==> src/rtl/sdram_burst_read.sv <==
// SDRAM burst reader: streams `length` packed words into a FIFO with one READ in flight,
// row-crossing precharge and auto-refresh deferred to group boundaries or idle.
module sdram_burst_read #(
   parameter int unsigned SDRAM_DW = 16,
   parameter int unsigned PACK     = 2,
   parameter int unsigned BANK_W   = 2,
   parameter int unsigned ROW_W    = 12,
   parameter int unsigned COL_W    = 8,
   parameter int unsigned T_RCD    = 2,
   parameter int unsigned T_CAS    = 2,
   parameter int unsigned T_RP     = 2,
   parameter int unsigned T_RFC    = 7,
   parameter int unsigned LEN_W    = 16,
   localparam int unsigned AW      = BANK_W + ROW_W + COL_W
) (
   input  logic                     clk,
   input  logic                     rst,
   input  logic                     start,
   input  logic [AW-1:0]            address,
   input  logic [LEN_W-1:0]         length,
   output logic                     ready,
   output logic                     done,
   input  logic                     auto_refresh,
   output logic [2:0]               command,
   output logic [ROW_W-1:0]         addr,
   output logic [BANK_W-1:0]        bank,
   output logic [SDRAM_DW/8-1:0]    data_mask,
   input  logic [SDRAM_DW-1:0]      data_in,
   output logic [SDRAM_DW*PACK-1:0] fifo_data,
   output logic                     fifo_wr,
   input  logic                     fifo_full
);

   localparam int unsigned FW = SDRAM_DW * PACK;
   localparam int unsigned CW = 8;

   localparam logic [2:0] CmdNop  = 3'b111;
   localparam logic [2:0] CmdAct  = 3'b011;
   localparam logic [2:0] CmdRead = 3'b101;
   localparam logic [2:0] CmdPre  = 3'b010;
   localparam logic [2:0] CmdAr   = 3'b001;

   typedef enum logic [2:0] {
      StIdle, StActivate, StRead, StCapture, StFifoWait, StPrecharge, StRefresh, StDone
   } state_e;

   // Where a precharge leads once tRP has elapsed.
   typedef enum logic [1:0] {TgtActivate, TgtRefresh, TgtDone} tgt_e;

   state_e           state_q, state_d;
   tgt_e             tgt_q, tgt_d;
   logic             wait_q, wait_d;
   logic [CW-1:0]    cnt_q, cnt_d, wait_len;
   logic [AW-1:0]    addr_q, addr_d;
   logic [LEN_W-1:0] len_q, len_d;
   logic [1:0]       grp_q, grp_d;
   logic [FW-1:0]    data_q, data_d;
   logic             ref_q, ref_d;
   logic             timed, fin, col_wrap;

   logic [COL_W-1:0]  col_f;
   logic [ROW_W-1:0]  row_f;
   logic [BANK_W-1:0] bank_f;

   assign col_f     = addr_q[COL_W-1:0];
   assign row_f     = addr_q[COL_W +: ROW_W];
   assign bank_f    = addr_q[COL_W+ROW_W +: BANK_W];
   assign col_wrap  = (col_f == '0);
   assign data_mask = '0;
   assign fifo_data = data_q;

   always_ff @(posedge clk) begin
      if (rst) begin
         state_q <= StIdle;
         tgt_q   <= TgtDone;
         wait_q  <= 1'b0;
         cnt_q   <= '0;
         addr_q  <= '0;
         len_q   <= '0;
         grp_q   <= '0;
         data_q  <= '0;
         ref_q   <= 1'b0;
      end else begin
         state_q <= state_d;
         tgt_q   <= tgt_d;
         wait_q  <= wait_d;
         cnt_q   <= cnt_d;
         addr_q  <= addr_d;
         len_q   <= len_d;
         grp_q   <= grp_d;
         data_q  <= data_d;
         ref_q   <= ref_d;
      end
   end

   always_comb begin
      wait_len = '0;
      timed    = 1'b1;
      unique case (state_q)
         StActivate:  wait_len = CW'(T_RCD - 1);
         StRead:      wait_len = CW'(T_CAS - 1);
         StPrecharge: wait_len = CW'(T_RP - 1);
         StRefresh:   wait_len = CW'(T_RFC - 1);
         default:     timed = 1'b0;
      endcase
   end

   always_comb begin
      state_d = state_q;
      tgt_d   = tgt_q;
      wait_d  = wait_q;
      cnt_d   = cnt_q;
      addr_d  = addr_q;
      len_d   = len_q;
      grp_d   = grp_q;
      data_d  = data_q;
      ref_d   = ref_q | auto_refresh;
      command = CmdNop;
      addr    = '0;
      bank    = '0;
      fifo_wr = 1'b0;
      done    = 1'b0;
      ready   = 1'b0;

      // Timed states issue their command once, then count down wait_len NOP cycles.
      fin = wait_q ? (cnt_q == CW'(1)) : (wait_len == '0);
      if (wait_q) begin
         cnt_d = cnt_q - CW'(1);
         if (fin) wait_d = 1'b0;
      end else if (timed && wait_len != '0) begin
         cnt_d  = wait_len;
         wait_d = 1'b1;
      end

      unique case (state_q)
         StIdle: begin
            ready = !ref_q;
            if (ref_q) begin
               state_d = StPrecharge;
               tgt_d   = TgtRefresh;
            end else if (start) begin
               if (length == '0) begin
                  state_d = StDone;
               end else begin
                  addr_d  = address;
                  len_d   = length;
                  grp_d   = '0;
                  state_d = StActivate;
               end
            end
         end
         StActivate: begin
            if (!wait_q) begin
               command = CmdAct;
               addr    = row_f;
               bank    = bank_f;
            end
            if (fin) state_d = StRead;
         end
         StRead: begin
            if (!wait_q) begin
               command = CmdRead;
               addr    = ROW_W'(col_f);
               bank    = bank_f;
               addr_d  = addr_q + AW'(1);
            end
            if (fin) state_d = StCapture;
         end
         StCapture: begin
            data_d = (data_q << SDRAM_DW) | FW'(data_in);
            if (grp_q == 2'(PACK - 1)) begin
               grp_d   = '0;
               state_d = StFifoWait;
            end else begin
               grp_d = grp_q + 2'd1;
               if (col_wrap) begin
                  state_d = StPrecharge;
                  tgt_d   = TgtActivate;
               end else begin
                  state_d = StRead;
               end
            end
         end
         StFifoWait: begin
            if (!fifo_full) begin
               fifo_wr = 1'b1;
               len_d   = len_q - LEN_W'(1);
               if (len_q == LEN_W'(1)) begin
                  state_d = StPrecharge;
                  tgt_d   = TgtDone;
               end else if (ref_q) begin
                  state_d = StPrecharge;
                  tgt_d   = TgtRefresh;
               end else if (col_wrap) begin
                  state_d = StPrecharge;
                  tgt_d   = TgtActivate;
               end else begin
                  state_d = StRead;
               end
            end
         end
         StPrecharge: begin
            if (!wait_q) begin
               command  = CmdPre;
               addr[10] = 1'b1;
            end
            if (fin) begin
               unique case (tgt_q)
                  TgtActivate: state_d = StActivate;
                  TgtRefresh:  state_d = StRefresh;
                  default:     state_d = StDone;
               endcase
            end
         end
         StRefresh: begin
            if (!wait_q) command = CmdAr;
            if (fin) begin
               ref_d   = 1'b0;
               state_d = (len_q != '0) ? StActivate : StIdle;
            end
         end
         StDone: begin
            done    = 1'b1;
            state_d = StIdle;
         end
         default: state_d = StIdle;
      endcase
   end

endmodule

==> config.mk <==
export PLATFORM = sky130hd
export DESIGN_NAME = sdram_burst_read
export DESIGN_NICKNAME = d
export VERILOG_FILES = /design/src/rtl/sdram_burst_read.sv
export SDC_FILE = /design/constraint.sdc
export NUM_CORES = 1
export LEC_CHECK = 0
export ABC_AREA = 1
export CAP_MARGIN = 15
export CORE_UTILIZATION = 52
export DETAILED_ROUTE_END_ITERATION = 8
export GPL_TIMING_DRIVEN = 1
export HOLD_SLACK_MARGIN = 0.1
export PLACE_DENSITY = 0.82
export SETUP_SLACK_MARGIN = 0.02
export SLEW_MARGIN = 20
export SYNTH_ARGS = -nofsm -noshare
export SYNTH_HDL_FRONTEND = slang
export SYNTH_SLANG_ARGS = --single-unit
==> constraint.sdc <==
create_clock -name clk -period 4.9 [get_ports clk]
set_clock_uncertainty 0.1 [all_clocks]
set_input_delay 0.49 -clock clk [delete_from_list [all_inputs] [get_ports clk]]
set_output_delay 0.49 -clock clk [all_outputs]
set_load 0.03 [all_outputs]
==> results of run 1 <==
==> worst register-to-register path, cell delays in order, from the launching register on <==
cell     delay [ns]
dfxtp_1        0.45
nor2_2         0.10
nand2_1        0.55
inv_1          0.55
nand2_1        0.24
o21ai_0        0.11
nor2_1         0.19
o21ai_0        0.11
nand2_1        0.07
nand3_1        0.05
==> Yosys cell counts <==
cell type	instances
buf_6	1
xor2_1	4
inv_1	62
xnor2_1	1
or2_0	1
o22ai_1	3
clkbuf_1	15
nand3b_1	2
buf_4	3
a21oi_1	55
mux2i_1	1
buf_2	14
clkinv_1	1
conb_1	1
nand2_2	3
nand3_4	2
o21ai_1	7
ha_1	7
nor2_2	3
nor4_1	1
or2_2	6
nor3_1	7
o21a_1	4
nand2_1	208
nand3_1	53
o211ai_1	3
a22oi_1	1
nor2_4	1
nor2_1	188
a21o_1	1
buf_1	2
nand4_1	11
inv_2	5
o31ai_1	1
nor3_2	1
nor3b_1	1
a211oi_1	1
dfxtp_1	87
o21ai_0	70
o21bai_1	3
a31oi_1	3
==> cell families after synthesis <==
kind of cell	after synthesis	share of synthesized area, %
AND/OR/NAND/NOR	488	39.4
AO/OA/AOI/OAI	152	15.6
buffers and inverters	103	8.24
flip-flops	87	33.9
adder cells (fa/ha/maj)	7	1.71
XOR/XNOR	5	0.853
other	1	0.0730
multiplexers	1	0.195
==> through the flow <==
step / util, % / cell area [um2] / hold slack (ns) / setup slack [ns] / instances
after global routing: 69.0 / 6500 / 0.388 / 1.70 / 1070
after global placement: 66.6 / 6270 / 0.326 / 2.29 / 1054
after CTS: 69.0 / 6500 / 0.343 / 1.86 / 1070
final: 69.0 / 6500 / 0.342 / 1.86 / 1070
after detailed placement: 66.6 / 6270 / 0.328 / 2.25 / 1054
after floorplan: - / 5140 / 0.316 / 2.67 / 845
==> routing by layer <==
layer,track usage (%),share of wire (%),vias to the layer above,wire [um]
li1,-,-,2903,-
met1,36.5,42,2536,6060
met2,49.9,48,230,6900
met3,5.11,6.2,52,889
met4,13.0,3.5,0,508
met5,0,0,-,0
==> layout make-up <==
cell class	count	area (um2)	share of cell area (%)
Multi-Input combinational cell	655	2980	45.8
Timing Repair Buffer	115	1140	17.5
Tap cell	129	161	2.48
Inverter	68	255	3.93
Sequential cell	87	1740	26.8
Clock inverter	7	103	1.58
Clock buffer	9	124	1.91
==> power groups by stage <==
stage	Sequential, uW	Combinational, uW	Clock [uW]
detailed placement	1160	1750	0
global placement	1160	1710	0
finish	1160	1770	589
CTS	1150	1750	594
floorplan	1170	1260	0
global route	1190	1990	626
==> cells in the final DEF, fill, tap and decap left out, types with 2 or more instances in the layout <==
cell,count
inv_1,61
buf_4,5
nor2_1,187
clkbuf_8,9
nand3_4,2
inv_2,6
nand3_1,53
o21bai_1,3
xor2_1,4
o21ai_1,7
o22ai_1,3
nor2_2,4
nand3b_1,2
nand2_2,3
o211ai_1,3
conb_1,2
a31oi_1,3
or2_2,6
a21oi_1,55
o21a_1,4
nand4_1,11
dfxtp_1,87
inv_6,2
o21ai_0,70
bufinv_16,2
clkdlybuf4s50_1,110
ha_1,7
nor3_1,7
nand2_1,208
==> sequential cells by signal, summed over array words and instances (netlist names) <==
register   cells
addr_q        22
grp_q          2
tgt_q          2
ref_q          1
wait_q         1
state_q        3
fifo_data     32
len_q         16
cnt_q          8
==> how the worst max path moves through the flow <==
stage | startpoint | end
3_5_place_dp | state_q[2]$_SDFFE_PP0P_ | tgt_q[1]$_SDFFE_PP1P_
6_report | state_q[0]$_SDFFE_PP0P_ | addr[3]
3_3_place_gp | state_q[2]$_SDFFE_PP0P_ | tgt_q[1]$_SDFFE_PP1P_
2_1_floorplan | state_q[0]$_SDFFE_PP0P_ | addr[1]
5_1_grt | state_q[0]$_SDFFE_PP0P_ | fifo_wr
4_1_cts | state_q[0]$_SDFFE_PP0P_ | addr[3]
==> flow_summary_export.csv, run 1 <==
group,metric,value,unit
timing,rsz0062_at_grt,"no",
detailed_routing,drt_iter0_markers,299,
power_and_ir_drop,finalPower,3510,uW
place,gp_congestion,0.923,
clocking,tritoncts,"done",
min_path,hold_class,"flip-flop to flip-flop",
clocking,postCtsResizedCells,0,
critical_path,cp.arrival,2.45,ns
yosys,seq_area_frac_synth,33.9,%
critical_path,critPathLaunchType,"flip-flop",
floorplan,die_x,101,um
layout,fillerInstances,855,
power_and_ir_drop,pwr-share-clk,16.8,%
yosys,synthDistinctLibCells,41,
timing,fin_setup_tns,0,ns
critical_path,path_common_cell,"nand2_1",
yosys,syn_inst,844,
timing,maxSlewViolCount,0,
timing,finalCritPeriodShare,62.0,%
timing,hold_violations,0,
timing,max_freq,0.329,GHz
yosys,synth_top_cell_area_share,33.9,%
power_and_ir_drop,p_int,1830,uW
layout,drive_gt1_share,4.68,%
floorplan,ios,113,
clocking,clock_sinks,87,
critical_path,rr_startpoint,"state_q[0]$_SDFFE_PP0P_",
critical_path,cpLargestDelayFamily,"buffers and inverters",
critical_path,cp.required,4.31,ns
power_and_ir_drop,p_sw,1680,uW
yosys,yosys_warnings,0,
global_route,grt_pass1_vias,5309,
detailed_routing,ant_nets,0,
clocking,cts-root-buf,"clkbuf_8",
detailed_routing,dr_total_vias,5721,
yosys,avgSynthCellArea,6.08,um2
critical_path,slowest_stage,"clkdlybuf4s50_1",
detailed_routing,drt-total-wl,14.4,mm
yosys,netlist_area,0.00513,mm2
critical_path,crit_cells,7,
yosys,synth_seq_cells,87,
detailed_routing,dr.pass1.iters,5,
critical_path,crit_type,"flip-flop to output pin",
global_route,grt_pass1_wl,24.2,mm
place,port_buffers,110,
floorplan,die_h,101,um
clocking,ctsHoldBuffers,0,
power_and_ir_drop,pwr-share-seq,33.0,%
clocking,cts.clk_slew.worst_paths,0.10,ns
timing,fin_crit,3.04,ns
power_and_ir_drop,combPwrFrac,50.3,%
floorplan,core_area,0.00942,mm2
critical_path,cp_cell_sequence,"inv_1 -> nand2_1 -> nor2_2 -> buf_4 -> nand2_1 -> a21oi_1 -> clkdlybuf4s50_1",
floorplan,std_cell_rows,35,
critical_path,crit_path_end_kind,"output pin",
min_path,min_from,"grp_q[1]$_SDFFE_PP0P_",
power_and_ir_drop,p_leak,0.00260,uW
flow_run,cap_viol_max_count,0,
power_and_ir_drop,p_sw_share,47.8,%
detailed_routing,via_per_inst,5.35,
critical_path,timing.rr.end,"tgt_q[1]$_SDFFE_PP1P_",
global_route,grt_max_degree,39,
critical_path,reg2reg_depth,9,
clocking,htreeDepth,3,
timing,setup_viol,0,
yosys,synth_top_area_cell,"dfxtp_1",
status,outcome,"finished, final reports clean",
layout,diodes,0,
min_path,hold_end,"grp_q[1]$_SDFFE_PP0P_",
global_route,grt_usage,29.4,%
clocking,postCtsSetupBuffers,0,
clocking,clk_path_buf_depth,2,
global_route,antenna_found_initial,0,
timing,worst_slew_pin_slew,0.725,ns
detailed_routing,drc,0,
critical_path,cp.buffers_inverters,3,
clocking,clock_latency,0.37,ns
detailed_routing,wl_per_cell,13.4,um
yosys,synth_area_leaders,"dfxtp_1 34%, nand2_1 15%, nor2_1 14%",
layout,area_delta_synth_final,26.6,%
layout,nNetsFinal,1002,
min_path,whs_path_depth,2,
place,hpwlAfterDp,10.4,mm
critical_path,crit_fanout,33,
critical_path,r2r_setup_slack,2.28,ns
floorplan,initial_core_util,54.5,%
timing,slew_headroom,51.6,%
power_and_ir_drop,peakVddDrop,223,uV
floorplan,die-area,0.0103,mm2
critical_path,max_stage_delay,0.71,ns
global_route,grt-ovfl-total,0,
clocking,cts_inserted_buffers,9,
power_and_ir_drop,pwr_density_cell,540,mW/mm2
No activity file was read; power rests on OpenSTA's default activity.
==> run 2, diff against run 1 <==
--- a/config.mk
+++ b/config.mk
@@ -7,11 +7,11 @@
 export LEC_CHECK = 0
 export ABC_AREA = 1
 export CAP_MARGIN = 15
-export CORE_UTILIZATION = 52
+export CORE_UTILIZATION = 46
 export DETAILED_ROUTE_END_ITERATION = 8
 export GPL_TIMING_DRIVEN = 1
 export HOLD_SLACK_MARGIN = 0.1
-export PLACE_DENSITY = 0.82
+export PLACE_DENSITY = 0.77
 export SETUP_SLACK_MARGIN = 0.02
 export SLEW_MARGIN = 20
 export SYNTH_ARGS = -nofsm -noshare
==> constraint.sdc (replaced) <==
create_clock -name clk -period 2.5 [get_ports clk]
set_clock_uncertainty 0.1 [all_clocks]
set_input_delay 0.25 -clock clk [delete_from_list [all_inputs] [get_ports clk]]
set_output_delay 0.25 -clock clk [all_outputs]
set_load 0.03 [all_outputs]
==> run 2 against run 1 <==
Compared with the run above: register-to-register slack got worse by 1.8 ns; utilization shrank 8.3 points; sequential power grew 93%; sequential cell count unchanged.
==> flow_summary_export.csv, run 2 (synthesis results as in run 1) <==
group,metric,value,unit
status,outcome,"finished, final reports clean",
clocking,clk_path_buf_depth,2,
detailed_routing,drt-total-wl,14.4,mm
critical_path,cpLargestDelayFamily,"buffers and inverters",
flow_run,cap_viol_max_count,0,
layout,fillerInstances,1096,
critical_path,max_stage_delay,0.72,ns
global_route,grt_max_degree,56,
timing,setup_viol,0,
place,hpwlAfterDp,10.3,mm
floorplan,die-area,0.0116,mm2
detailed_routing,ant_nets,0,
place,place_area,0.00636,mm2
clocking,clock_latency,0.37,ns
detailed_routing,dr_total_vias,5608,
clocking,cts_inserted_buffers,9,
critical_path,cp.required,2.15,ns
layout,largest_reg_flops,32,
timing,fin_crit,2.37,ns
power_and_ir_drop,peakVddDrop,446,uV
critical_path,critPathLaunch,"state_q[0]$_SDFFE_PP0P_",
timing,slew_headroom,65.7,%
timing,finalCritPeriodShare,94.7,%
power_and_ir_drop,p_int,3650,uW
layout,final_common_cell,"nand2_1",
place,gp_congestion,0.931,
timing,fin_setup_tns,0,ns
floorplan,die_h,108,um
power_and_ir_drop,pwr-share-clk,17.0,%
critical_path,r2r_setup_slack,0.52,ns
global_route,grt_usage,25.5,%
detailed_routing,drc,0,
power_and_ir_drop,p_sw_share,47.8,%
clocking,postCtsSetupBuffers,0,
global_route,grt_pass1_wl,23.6,mm
critical_path,rr_startpoint,"state_q[0]$_SDFFE_PP0P_",
power_and_ir_drop,pwr_density_cell,1060,mW/mm2
critical_path,crit_path_end_kind,"output pin",
critical_path,cp.arrival,2.02,ns
place,port_buffers,110,
layout,diodes,0,
min_path,whs_path_depth,2,
min_path,hold_class,"flip-flop to flip-flop",
timing,hold_violations,0,
floorplan,std_cell_rows,38,
critical_path,crit_type,"flip-flop to output pin",
floorplan,initial_core_util,47.4,%
critical_path,crit_cells,4,
timing,max_freq,0.423,GHz
clocking,clock_sinks,87,
layout,stdcell_area,0.00659,mm2
floorplan,core_area,0.0108,mm2
critical_path,cp_cell_sequence,"nor2_2 -> nand2_1 -> nor2_1 -> clkdlybuf4s50_1",
critical_path,critPathLaunchType,"flip-flop",
critical_path,reg2reg_depth,9,
detailed_routing,wl_per_cell,13.2,um
detailed_routing,drt_iter0_markers,345,
power_and_ir_drop,pwr-share-seq,32.2,%
detailed_routing,dr.pass1.iters,5,
power_and_ir_drop,p_leak,0.00275,uW
critical_path,cp.buffers_inverters,1,
power_and_ir_drop,combPwrFrac,50.9,%
timing,maxSlewViolCount,0,
clocking,cts-root-buf,"clkbuf_8",
global_route,antenna_found_initial,0,
power_and_ir_drop,p_sw,3330,uW
timing,holdWs,0.340,ns
min_path,min_from,"grp_q[1]$_SDFFE_PP0P_",
global_route,grt_pass1_vias,5071,
timing,rsz0062_at_grt,"no",
timing,timing.final.ws_setup,0.133,ns
global_route,grt-ovfl-total,0,
place,place_ws,0.221,ns
layout,mostFrequentLayoutCells,"208 x nand2_1, 187 x nor2_1, 96 x clkdlybuf4s50_1",
clocking,tritoncts,"done",
floorplan,die_x,108,um
layout,drive_gt1_share,6.10,%
clocking,cts.clk_slew.worst_paths,0.11,ns
layout,area_delta_synth_final,28.3,%
place,placed_cells,1075,
critical_path,crit_fanout,6,
detailed_routing,via_per_inst,5.14,
floorplan,ios,113,
timing,worst_slew_pin_slew,0.515,ns
layout,nNetsFinal,1012,
clocking,htreeDepth,3,
critical_path,slowest_stage,"clkdlybuf4s50_1",
layout,layout.cells.non_filler,1091,
==> run 2: changes by cell type in the layout (fill, tap and decap cells not counted), moves of 2 or more <==
cell	previous run	this run
dlymetal6s2s_1	0	4
inv_8	1	3
buf_4	5	15
clkbuf_2	0	3
dlygate4sd2_1	0	7
clkdlybuf4s50_1	110	96
==> run 2: area by class of cell <==
cell class / count / area (um2) / area share [%]
inverters: 68 / 255 / 3.87
repair buffers: 125 / 1200 / 18.2
flip-flops and latches: 87 / 1740 / 26.5
clock inverters: 7 / 110 / 1.67
clock buffers: 9 / 124 / 1.88
multi-input cells: 655 / 2980 / 45.3
well taps: 140 / 175 / 2.66
==> run 2: routing by layer <==
metal	share of wire, %	vias to the layer above	global-route usage, %
met1	45	2464	32.0
met2	47	204	44.1
li1	-	2920	-
met3	6.4	20	4.84
met5	0	-	0
met4	1.7	0	7.53
==> run 2: power by group through the flow <==
stage	Sequential (uW)	Combinational, uW	Clock [uW]
4_1_cts	2230	3540	1210
3_3_place_gp	2260	3510	0
3_5_place_dp	2260	3540	0
6_report	2240	3550	1180
5_1_grt	2300	3960	1290
2_1_floorplan	2280	2460	0
==> run 2: repair_timing <==
item / 4_1_cts / 5_1_grt
gates resized for setup: 11 / 14
hold buffers: 0 / 0
setup endpoints to repair: 11 / 14
==> run 2: tightest hold or removal path, delay by kind of cell (launching register included) <==
family        cells  cell delay [ns]
flops             1             0.31
simple gates      1             0.04
buf+inv           1             0.06
==> run 2: worst paths after layout <==
| check | endpoint |
|---|---|
| max | fifo_wr |
| min | grp_q[1]$_SDFFE_PP0P_ |
| max reg2reg | len_q[11]$_SDFFE_PP0P_ |
| min reg2reg | grp_q[1]$_SDFFE_PP0P_ |
==> run 2: metrics by stage <==
stage | util (%) | total power, uW
after floorplan | - | 4750
after global routing | 60.8 | 7550
after detailed placement | 58.7 | 5800
after CTS | 60.8 | 6980
final | 60.8 | 6980
after global placement | 58.7 | 5760
==> run 3, diff against run 2 <==
--- a/config.mk
+++ b/config.mk
@@ -7,11 +7,12 @@
 export LEC_CHECK = 0
 export ABC_AREA = 1
 export CAP_MARGIN = 15
-export CORE_UTILIZATION = 46
+export CORE_UTILIZATION = 52
+export CTS_BUF_LIST = sky130_fd_sc_hd__clkbuf_8
 export DETAILED_ROUTE_END_ITERATION = 8
 export GPL_TIMING_DRIVEN = 1
 export HOLD_SLACK_MARGIN = 0.1
-export PLACE_DENSITY = 0.77
+export PLACE_DENSITY = 0.82
 export SETUP_SLACK_MARGIN = 0.02
 export SLEW_MARGIN = 20
 export SYNTH_ARGS = -nofsm -noshare
==> constraint.sdc (replaced) <==
create_clock -name clk -period 2.86 [get_ports clk]
set_clock_uncertainty 0.1 [all_clocks]
set_input_delay 0.286 -clock clk [delete_from_list [all_inputs] [get_ports clk]]
set_output_delay 0.286 -clock clk [all_outputs]
set_load 0.03 [all_outputs]
==> run 3 against run 2 <==
Compared with the run above: utilization rose by 9.1 points; sequential share of layout area about the same; register-to-register slack about the same; hold slack improved by 0.0039 ns; die area decreased by 11%; via count increased by 3.0%; first-iteration DRC count shrank 17%; total power fell by 12%; clock-buffer cell count did not move.
==> flow_summary_export.csv, run 3 (synthesis results as in run 1) <==
group,metric,value,unit
status,outcome,"finished, final reports clean",
clocking,cts_inserted_buffers,9,
timing,maxSlewViolCount,0,
timing,rsz0062_at_grt,"no",
layout,largest_reg_flops,32,
clocking,htreeDepth,3,
flow_run,cap_viol_max_count,0,
layout,diodes,0,
clocking,clk_path_buf_depth,2,
detailed_routing,dr_total_vias,5774,
critical_path,cp.buffers_inverters,1,
layout,area_delta_synth_final,28.2,%
floorplan,die_h,101,um
timing,setup_viol,0,
power_and_ir_drop,finalPower,6110,uW
detailed_routing,wl_per_cell,13.5,um
critical_path,slowest_stage,"clkdlybuf4s50_1",
power_and_ir_drop,peakVddDrop,428,uV
global_route,grt_pass1_vias,5264,
clocking,cts.clk_slew.worst_paths,0.11,ns
detailed_routing,met2WireLength,7.17,mm
critical_path,rr_startpoint,"state_q[0]$_SDFFE_PP0P_",
timing,max_freq,0.371,GHz
timing,fin_setup_tns,0,ns
timing,holdWs,0.344,ns
clocking,ctsHoldBuffers,0,
critical_path,cp.required,2.47,ns
detailed_routing,dr.pass1.iters,5,
global_route,grt_max_degree,56,
critical_path,cp_cell_sequence,"nand2_1 -> nor2_1 -> clkdlybuf4s50_1",
layout,stdcell_area,0.00658,mm2
global_route,antenna_found_initial,0,
floorplan,die_x,101,um
power_and_ir_drop,p_leak,0.00278,uW
floorplan,initial_core_util,54.5,%
critical_path,cp.arrival,2.31,ns
layout,mostFrequentLayoutCells,"208 x nand2_1, 187 x nor2_1, 101 x clkdlybuf4s50_1",
critical_path,critPathLaunch,"state_q[2]$_SDFFE_PP0P_",
min_path,min_from,"grp_q[1]$_SDFFE_PP0P_",
critical_path,critPathLaunchType,"flip-flop",
clocking,clock_sinks,87,
floorplan,die-area,0.0103,mm2
global_route,grt-ovfl-total,0,
layout,layout.cells.non_filler,1076,
detailed_routing,drc,0,
power_and_ir_drop,pwr_density_cell,928,mW/mm2
clocking,clock_latency,0.37,ns
place,placed_cells,1060,
min_path,hold_class,"flip-flop to flip-flop",
clocking,postCtsSetupBuffers,0,
detailed_routing,dr_wl_met3,918,um
floorplan,std_cell_rows,35,
timing,slew_headroom,60.7,%
layout,final_common_cell,"nand2_1",
detailed_routing,routed.top_layer,"met4",
layout,drive_gt1_share,5.17,%
timing,worst_slew_pin_slew,0.589,ns
clocking,postCtsResizedCells,0,
timing,hold_violations,0,
detailed_routing,ant_nets,0,
floorplan,ios,113,
place,hpwlAfterDp,10.7,mm
detailed_routing,drt-total-wl,14.6,mm
global_route,grt_pass1_wl,23.8,mm
detailed_routing,drt_iter0_markers,287,
critical_path,cpLargestDelayFamily,"buffers and inverters",
detailed_routing,met1Wirelength,6.12,mm
global_route,grt_usage,29.1,%
layout,fillerInstances,853,
place,gp_congestion,0.905,
place,place_area,0.00632,mm2
critical_path,max_stage_delay,0.72,ns
detailed_routing,via_per_inst,5.37,
layout,nNetsFinal,1008,
place,port_buffers,110,
timing,fin_crit,2.69,ns
critical_path,crit_fanout,15,
timing,finalCritPeriodShare,94.2,%
floorplan,core_area,0.00942,mm2
critical_path,crit_type,"flip-flop to output pin",
critical_path,crit_path_end_kind,"output pin",
clocking,cts-root-buf,"clkbuf_8",
clocking,tritoncts,"done",
## run 3: changes by cell type in the layout (fill, tap and decap cells not counted), moves of 2 or more
cell | before | now
clkbuf_2 | 3 | 0
dlymetal6s2s_1 | 4 | 9
inv_8 | 3 | 1
dlygate4sd2_1 | 7 | 0
clkdlybuf4s50_1 | 96 | 101
buf_4 | 15 | 11
## run 3: metal layers
metal	track usage, %	vias up
li1	-	2911
met1	35.4	2595
met2	50.7	230
met3	4.21	38
met4	13.7	0
met5	0	-
## run 3: final timing paths
check / slack [ns] / depth (start not counted) / end
setup / recovery: 0.17 / 3 / fifo_wr
hold / removal: 0.34 / 2 / grp_q[1]$_SDFFE_PP0P_
setup reg to reg: 0.51 / 9 / tgt_q[1]$_SDFFE_PP1P_
hold reg to reg: 0.34 / 2 / grp_q[1]$_SDFFE_PP0P_
## run 3: through the flow
step           util, %  worst slack [ns]
2_1_floorplan        -             0.835
5_1_grt           69.9            0.0382
6_report          69.9             0.167
3_3_place_gp      67.1             0.514
3_5_place_dp      67.1             0.468
4_1_cts           69.6            0.0683
## run 3: tightest hold or removal path, stage by stage (launching register included)
cell	delay [ns]
dfxtp_1	0.31
inv_1	0.06
nor2_1	0.04
## run 3: layout make-up
type / instances / area (um2) / share of cell area, %
Clock buffer: 9 / 124 / 1.88
Timing Repair Buffer: 121 / 1210 / 18.3
Multi-Input combinational cell: 655 / 2980 / 45.3
Inverter: 68 / 255 / 3.88
Clock inverter: 7 / 113 / 1.71
Tap cell: 129 / 161 / 2.45
Sequential cell: 87 / 1740 / 26.5
## run 3: report_power, final
| part | internal, uW | leakage [uW] | total [uW] | switching, uW |
|---|---|---|---|---|
| registers | 1570 | 0.000712 | 1960 | 391 |
| logic | 1100 | 0.00195 | 3110 | 2020 |
| clock network | 512 | 0.000115 | 1030 | 523 |
| total | 3180 | 0.00278 | 6110 | 2930 |
